===== src/rtl/logic_loom_pkg.sv =====
// logic_loom_pkg: state encoding and fixed pattern for the 1011 sequence detector
package logic_loom_pkg;
    typedef enum logic [2:0] {
        IDLE = 3'd0,
        S1   = 3'd1,
        S10  = 3'd2,
        S101 = 3'd3,
        HIT  = 3'd4
    } state_e;
    localparam logic [3:0] PATTERN = 4'b1011;
endpackage


===== src/rtl/logic_loom.sv =====
// logic_loom: overlapping Moore detector for serial pattern 1011 with a one-cycle match flag
module logic_loom
    import logic_loom_pkg::*;
(
    input  logic n,
    input  logic clk,
    input  logic reset,
    output logic out
);
    state_e state_q, state_d;
    always_comb begin
        state_d = IDLE;
        case (state_q)
            IDLE:    state_d = n ? S1   : IDLE;
            S1:      state_d = n ? S1   : S10;
            S10:     state_d = n ? S101 : IDLE;
            S101:    state_d = n ? HIT  : S10;
            HIT:     state_d = n ? S1   : S10;
            default: state_d = IDLE;
        endcase
    end
    always_ff @(posedge clk) begin
        state_q <= reset ? IDLE : state_d;
    end
    assign out = (state_q == HIT);
endmodule


===== config.mk =====
export PLATFORM = sky130hd
export DESIGN_NAME = logic_loom
export DESIGN_NICKNAME = d
export VERILOG_FILES = /design/src/rtl/logic_loom_pkg.sv /design/src/rtl/logic_loom.sv
export SDC_FILE = /design/constraint.sdc
export NUM_CORES = 1
export LEC_CHECK = 0
export CAP_MARGIN = 20
export CELL_PAD_IN_SITES_DETAIL_PLACEMENT = 1
export CELL_PAD_IN_SITES_GLOBAL_PLACEMENT = 1
export CORE_AREA = 2 2 39 41
export CTS_CLUSTER_DIAMETER = 80
export CTS_CLUSTER_SIZE = 20
export DETAILED_ROUTE_END_ITERATION = 6
export DIE_AREA = 0 0 41 43
export PLACE_DENSITY_LB_ADDON = 0.25
export SYNTH_ARGS = -nofsm -noshare
export SYNTH_HDL_FRONTEND = slang
export SYNTH_SLANG_ARGS = --single-unit

===== constraint.sdc =====
create_clock -name clk -period 1 [get_ports clk]
set_input_delay 0.25 -clock clk [delete_from_list [all_inputs] [get_ports clk]]
set_output_delay 0.25 -clock clk [all_outputs]
set_load 0.03 [all_outputs]

## After elaboration in Yosys (flattened, before gate mapping)

Index checks and enable logic that the tools add are counted.

| storage, ports and cells | value |
|---|---|
| flip-flop bits (word level) | 3 |
| input port bits | 3 |
| output and inout bits | 1 |
| word-level logic and storage cells | 12 |

| cells by class | value |
|---|---|
| equality and inequality tests | 4 |
| muxes and demuxes | 5 |
| reductions and logical operators | 2 |

Operator list:

| kind | number |
|---|---|
| $pmux W3 S4 | 1 |
| $eq A3 B2 Y1 const B | 2 |
| $mux W2 | 2 |
| $eq A3 B1 Y1 const B | 1 |
| $eq A3 B3 Y1 const B | 1 |
| $logic_not A3 Y1 | 1 |
| $mux W3 | 1 |
| $reduce_or A2 Y1 | 1 |
| $mux W1 | 1 |

## Longest topological paths before layout

Gate-level depths: netlist of run 1.

| depth | value |
|---|---|
| depth in word-level cells | 3 |
| gate-level depth with buffers | 2 |
| depth with buffers taken out | 2 |

## Worst setup path after synthesis of run 1

No wires, ideal clock.

| timing path | value |
|---|---|
| path kind | register -> output |
| start | reg state_q[2] |
| end | out out |
| data arrival time | 1.106 ns |
| data required time | 0.750 ns |
| path slack | -0.356 ns |
| stages on the path, launching flop included | 2 |
| path buffers | 0 |
| cells stage by stage | dfxtp_1 -> nor3b_1 |

| between the ends | value |
|---|---|
| longest elaborated chain between the ends | 1 |

Ends and longest elaborated chain:

| item | line | source |
|---|---|---|
| start: declaration | logic_loom.sv:10 | `state_e state_q, state_d;` |
| start signal: assignment | logic_loom.sv:23 | `state_q <= reset ? IDLE : state_d;` |
| $eq A3 B3 Y1 | logic_loom.sv:25 | `assign out = (state_q == HIT);` |
| end: declaration | logic_loom.sv:8 | `output logic out` |

No other way between the ends.

## Worst setup path after layout of run 1

| timing path | value |
|---|---|
| start | reg state_q[1] |
| end | out out |

The elaborated chain is that of the path after synthesis.

==> metrics.md, run 1 <==
| Metric | Value |
|---|---|
| Async SR Flop Fraction | `0%` |
| Dpl cells | `32` |
| Status | `finished, violations left` |
| Crit path arrival time | `0.92 ns` |
| Nets@finish | `26` |
| RSZ-0062 raised after global routing | `yes` |
| Setup Skew | `0.0008616 ns` |
| CTS Buffer Depth | `2` |
| Post-synth top flop | `dfxtp_1` |
| Core ar. | `1384 µm²` |
| Lkg Pwr | `0.09446 nW` |
| Port bufs | `3` |
| Row count | `14` |
| Fillers | `162` |
| Top routing layer in use | `met3` |
| Post-DP HPWL | `276.9 µm` |
| Fin. Hold Viols | `0` |
| Initial Utilization | `9.855%` |
| CP Class | `flop to output port` |
| Met1 Routed Length | `151 µm` |
| Avg Cell Area, Syn | `11.37 µm²` |
| Non-filler cells in the finished layout | `38` |
| Pre-Repair DR Iteration Count | `2` |
| Max-slew violation count | `0` |
| Global-route wire length before repair | `690 µm` |
| Via count | `134` |
| Yosys top cell by area | `dfxtp_1` |
| Crit Path Max Fanout | `4` |
| Met2 WL | `189 µm` |
| Root buffer cell | `clkbuf_4` |
| Clock sink count | `3` |
| CTS tree | `built` |
| Mapped Cells | `12` |
| Synthesis-stage register bit count | `3` |
| Clk Latency, worst-skew pair | `0.23 ns` |
| Largest Register | `state_q` |
| Synth cell types | `8` |
| Largest registers | `state_q: 3 flops` |
| Worst Setup End Kind | `output port` |
| Tcrit/Tclk final | `117.3%` |
| Post-synth net total | `15` |
| Synth warn | `0` |
| Layout cells sized above 1 | `59.09%` |
| Chip height | `43 µm` |
| WL final | `397 µm` |
| Final ANT Viol Nets | `0` |
| Final setup viols | `3` |
| Detailed Route Iter0 Violations | `1` |
| Worst Tran Pin Value | `0.1611 ns` |
| Number of diodes | `0` |
| Fmax | `852.7 MHz` |
| Failing checks | `negative setup slack` |
| Pin count of the biggest net entering global routing | `7` |
| Sequential area share after synthesis | `44.04%` |
| IO Pins | `4` |
| Hold Buf Count CTS | `0` |
| Yosys top cell area share | `44.04%` |
| Final min period | `1.173 ns` |
| Post-route DRC violation count | `0` |
| CTS H-Tree Depth | `1` |
| Vias in the first global route | `148` |
| Post-synth EDFFs | `0` |
| Final WS setup | `-0.1728 ns` |
| Clock-pin slew on the worst setup and hold paths | `0.03 ns` |
| Cell count of the worst hold path | `3` |
| Pwr dens | `1370 nW/µm²` |
| Dpl ws | `-0.4459 ns` |
| Wirelength per Cell | `10.45 µm` |
| Syn Std Cell Area | `136.4 µm²` |
| Fin util | `19.35%` |
| Initial antenna violation count | `0` |
| Met3 WL | `56 µm` |
| Die ar. | `1763 µm²` |
| Max reg flops | `3` |
| Reg2Reg Depth | `3` |
| Via density | `3.526` |
| Worst Hold Class | `input pin to flop` |
| Max VDD drop | `0.4956 mV` |
| GP Congestion | `0.6353` |
| Most common library cells after synthesis | `dfxtp_1, nor3b_1` |
| Synth top area cells | `dfxtp_1, nor3b_1, or4bb_1` |
| Crit start category | `flop` |
| Cts bufs inserted | `3` |
| R2r setup slk | `-0.09 ns` |
| Remaining Overflow, GRT | `0` |
| All-Layer GR Usage | `6.907%` |
| Area grow syn2layout | `96.33%` |
| Relative slew slack | `89.23%` |
| Worst EP required | `0.75 ns` |
| Max_cap viols | `0` |
| Die W | `41 µm` |
## repair_timing
item,4_1_cts,5_1_grt
pin swaps,2,2
gates resized for setup,7,2
setup endpoints to repair,3,3
setup buffers,2,0
## worst paths after layout
kind | to | from
worst max register to register | state_q[1] | state_q[2]
worst min-delay path | state_q[1] | n
worst max-delay path | out | state_q[1]
worst min register to register | state_q[2] | state_q[0]
## cell type report
| class | instances | area [µm²] | share of cell area [%] |
|---|---|---|---|
| Clock buffer | 4 | 26.28 | 9.813 |
| Multi-Input combinational cell | 9 | 96.34 | 35.98 |
| Sequential cell | 3 | 68.82 | 25.70 |
| Tap cell | 16 | 20.02 | 7.477 |
| Timing Repair Buffer | 6 | 56.30 | 21.03 |
## stage by stage
stage	hold WS, ns	total power, mW	cell area (µm²)	setup TNS (ns)
2_1_floorplan	0.3186	0.1395	148.9	-0.02699
3_3_place_gp	0.5161	0.1555	203.9	-0.6748
3_5_place_dp	0.5279	0.1562	203.9	-0.6764
4_1_cts	0.4653	0.3812	261.5	-0.3706
5_1_grt	0.5118	0.3890	267.8	-0.4907
6_report	0.4771	0.3668	267.8	-0.3340
## kinds of logic after synthesis
kind of cell | share of synthesized area (%)
fa+ha+maj | 7.340
compound gates | 4.590
simple gates | 44.04
flops | 44.04
## power by group
| group | total (mW) | internal, mW | leakage (nW) | switching [mW] |
|---|---|---|---|---|
| sequential | 0.129 | 0.122 | 0.0264 | 0.00682 |
| combinational | 0.0251 | 0.0168 | 0.0531 | 0.00834 |
| clock | 0.213 | 0.150 | 0.0150 | 0.0634 |
| total | 0.367 | 0.288 | 0.0945 | 0.0785 |
## placed cells by master, fill, tap and decap left out, types with 2 or more instances in the layout
| cell type | netlist | routed |
|---|---|---|
| buf_4 | 0 | 2 |
| clkbuf_4 | 0 | 3 |
| buf_6 | 0 | 2 |
| dfxtp_4 | 0 | 2 |
## critical path: stages, from the launching register on
cell and delay [ns]:
dfxtp_4 0.35, nor3b_4 0.19, buf_6 0.15
## layer usage
metal,global-route usage [%],up-vias
li1,-,67
met1,5.414,61
met2,8.125,6
met3,7.330,0
met4,8.000,0
met5,0,-
Power figures use the tool's default switching activity.
==> run 2: changes to the inputs <==
--- a/config.mk
+++ b/config.mk
@@ -13,7 +13,9 @@
 export CTS_CLUSTER_SIZE = 20
 export DETAILED_ROUTE_END_ITERATION = 6
 export DIE_AREA = 0 0 41 43
+export DONT_BUFFER_PORTS = 1
 export PLACE_DENSITY_LB_ADDON = 0.25
 export SYNTH_ARGS = -nofsm -noshare
 export SYNTH_HDL_FRONTEND = slang
 export SYNTH_SLANG_ARGS = --single-unit
+export TNS_END_PERCENT = 20
==> metrics.md, run 2 (synthesis results as in run 1) <==
| Metric | Value |
|---|---|
| Worst Setup SP | `state_q[0]` |
| Dpl cells | `30 (-6.3%)` |
| CTS Buffer Depth | `2 (unchanged)` |
| Status | `finished, violations left` |
| Worst EP required | `0.75 ns (about the same)` |
| Tcrit/Tclk final | `123.3% (+6.0 points)` |
| Final setup viols | `3 (unchanged)` |
| Max VDD drop | `0.3343 mV (-33%)` |
| Non-filler cells in the finished layout | `35 (-7.9%)` |
| RSZ-0062 raised after global routing | `yes` |
| R2r setup slk | `-0.20 ns (-0.11 ns)` |
| Wirelength per Cell | `9.029 µm (-14%)` |
| Register Area | `62.56 µm² (-9.1%)` |
| Setup Skew | `0.002343 ns (+0.001481 ns)` |
| WL final | `316 µm (-20%)` |
| Via density | `3.543 (+0.47%)` |
| Final WS setup | `-0.2326 ns (-0.05984 ns)` |
| Internal power | `0.2879 mW (-0.14%)` |
| Global-route wire length before repair | `524 µm (-24%)` |
| Die W | `41 µm (unchanged)` |
| Clock share of power | `58.9% (+0.8 points)` |
| Vias in the first global route | `142 (-4.1%)` |
| Largest Register | `state_q` |
| Most frequent cells in the layout | `clkbuf_4, buf_6, dfxtp_2` |
| Worst Setup End Kind | `output port` |
| Hold Buf Count CTS | `0 (unchanged)` |
| Fin. Hold Viols | `0 (unchanged)` |
| Sw frac | `20.55% (-0.85 points)` |
| Dpl ws | `-0.1537 ns (+0.2922 ns)` |
| Core ar. | `1384 µm² (unchanged)` |
| Fmax | `811.3 MHz (-4.9%)` |
| Crit path arrival time | `0.98 ns (+0.06 ns)` |
| Commonest non-fill, non-tap cell in the layout | `clkbuf_4` |
| Die ar. | `1763 µm² (unchanged)` |
| Worst Hold Class | `input pin to flop` |
| Cts bufs inserted | `3 (unchanged)` |
| Remaining Overflow, GRT | `0 (unchanged)` |
| CTS H-Tree Depth | `1 (unchanged)` |
| Final ANT Viol Nets | `0 (unchanged)` |
| Failing checks | `negative setup slack` |
| Root buffer cell | `clkbuf_4` |
| Chip height | `43 µm (unchanged)` |
| Row count | `14 (unchanged)` |
| Initial Utilization | `9.855% (unchanged)` |
| Area grow syn2layout | `69.72%` |
| Largest registers | `state_q: 3 flops` |
| Max_cap viols | `0 (unchanged)` |
| Origin of the critical flop-to-flop path | `state_q[0]` |
| Reg2Reg Depth | `3 (unchanged)` |
| Max-slew violation count | `0 (unchanged)` |
| Initial antenna violation count | `0 (unchanged)` |
| Clock-pin slew on the worst setup and hold paths | `0.04 ns (about the same)` |
| Area of the multi-input gates | `92.59 µm² (-3.9%)` |
| Pre-Repair DR Iteration Count | `4 (+2)` |
| End of the critical path | `out` |
| Layout cells sized above 1 | `52.63% (-6.5 points)` |
| Worst Tran Pin Value | `0.2114 ns (+0.05031 ns)` |
| Nets@finish | `23 (-12%)` |
| Reg power frac | `35.8% (+0.7 points)` |
| Pin count of the biggest net entering global routing | `7 (unchanged)` |
| Clock sink count | `3 (unchanged)` |
| Pwr dens | `1565 nW/µm² (+14%)` |
| CP Class | `flop to output port` |
| Final min period | `1.233 ns (+0.05984 ns)` |
| GP Congestion | `0.6306 (-0.74%)` |
| Crit start category | `flop` |
| Fillers | `161 (-0.62%)` |
| Port bufs | `0 (-3)` |
| Reg2reg end | `state_q[1]` |
| Via count | `124 (-7.5%)` |
| CTS tree | `built` |
| Post-route DRC violation count | `0 (unchanged)` |
| Detailed Route Iter0 Violations | `4 (+3)` |
| Lkg Pwr | `0.07767 nW (-18%)` |
| IO Pins | `4 (unchanged)` |
| Relative slew slack | `85.89% (-3.3 points)` |
| All-Layer GR Usage | `5.015% (-1.9 points)` |
| Psw | `0.07446 mW (-5.2%)` |
| Crit Path Max Fanout | `3 (-1)` |
| Number of diodes | `0 (unchanged)` |
| Clk Latency, worst-skew pair | `0.23 ns (about the same)` |
| Max reg flops | `3 (unchanged)` |
| Fin util | `16.73% (-2.6 points)` |
| Proportion of power drawn by combinational gates | `5.4% (-1.4 points)` |
| Sum Neg Setup Slack | `-0.4523 ns (-0.1184 ns)` |
==> run 2: cell types whose count changed in the layout (fill, tap and decap cells not counted), sizes merged <==
cell	previous run	this run
clkdlybuf4s50	1	0
dlygate4sd2	1	0
buf	4	3
==> run 2: repair_timing <==
item / 4_1_cts / 5_1_grt
gates cloned: 0 / 0
resized for setup: 3 / 2
setup endpoints to repair: 2 / 3
setup buffers: 1 / 0
==> run 2: layout make-up <==
class / count / share of cell area, %
Tap cell: 16 / 8.649
Sequential cell: 3 / 27.03
Multi-Input combinational cell: 9 / 40.00
Timing Repair Buffer: 3 / 12.97
Clock buffer: 4 / 11.35
==> run 2: per-layer routing <==
| layer | vias up | track usage, % | part of all wire, % |
|---|---|---|---|
| met2 | 4 | 5.625 | 46 |
| met4 | 0 | 6.000 | 0 |
| met5 | - | 0 | 0 |
| li1 | 61 | - | - |
| met1 | 59 | 5.449 | 43 |
| met3 | 0 | 3.141 | 10 |
==> run 2: power groups by stage <==
| stage | sequential, mW | combinational (mW) | clock (mW) |
|---|---|---|---|
| 2_1_floorplan | 0.132 | 0.00738 | 0 |
| 3_3_place_gp | 0.132 | 0.0126 | 0 |
| 3_5_place_dp | 0.132 | 0.0127 | 0 |
| 4_1_cts | 0.130 | 0.0187 | 0.223 |
| 5_1_grt | 0.130 | 0.0211 | 0.240 |
| 6_report | 0.130 | 0.0194 | 0.213 |
==> run 2: worst min-delay path by stage <==
stage	start	depth (start not counted)	endpoint	slack, ns
3_5_place_dp	reset	1	state_q[0]	0.33
4_1_cts	reset	1	state_q[0]	0.08
5_1_grt	reset	1	state_q[0]	0.06
3_3_place_gp	reset	1	state_q[0]	0.34
2_1_floorplan	reset	1	state_q[1]	0.32
6_report	reset	1	state_q[0]	0.08
==> run 2: per-stage QoR <==
stage / area (µm²) / hold slack, ns / power [mW]
after floorplan: 147.6 / 0.3194 / 0.1390
after global placement: 182.7 / 0.3363 / 0.1446
after detailed placement: 182.7 / 0.3311 / 0.1449
after CTS: 225.2 / 0.07539 / 0.3711
after global routing: 231.5 / 0.05971 / 0.3911
final: 231.5 / 0.07549 / 0.3623
==> run 2: critical path: stages, from the launching register on <==
cell     delay [ns]
dfxtp_2        0.32
buf_6          0.11
nor3b_4        0.16
buf_6          0.15
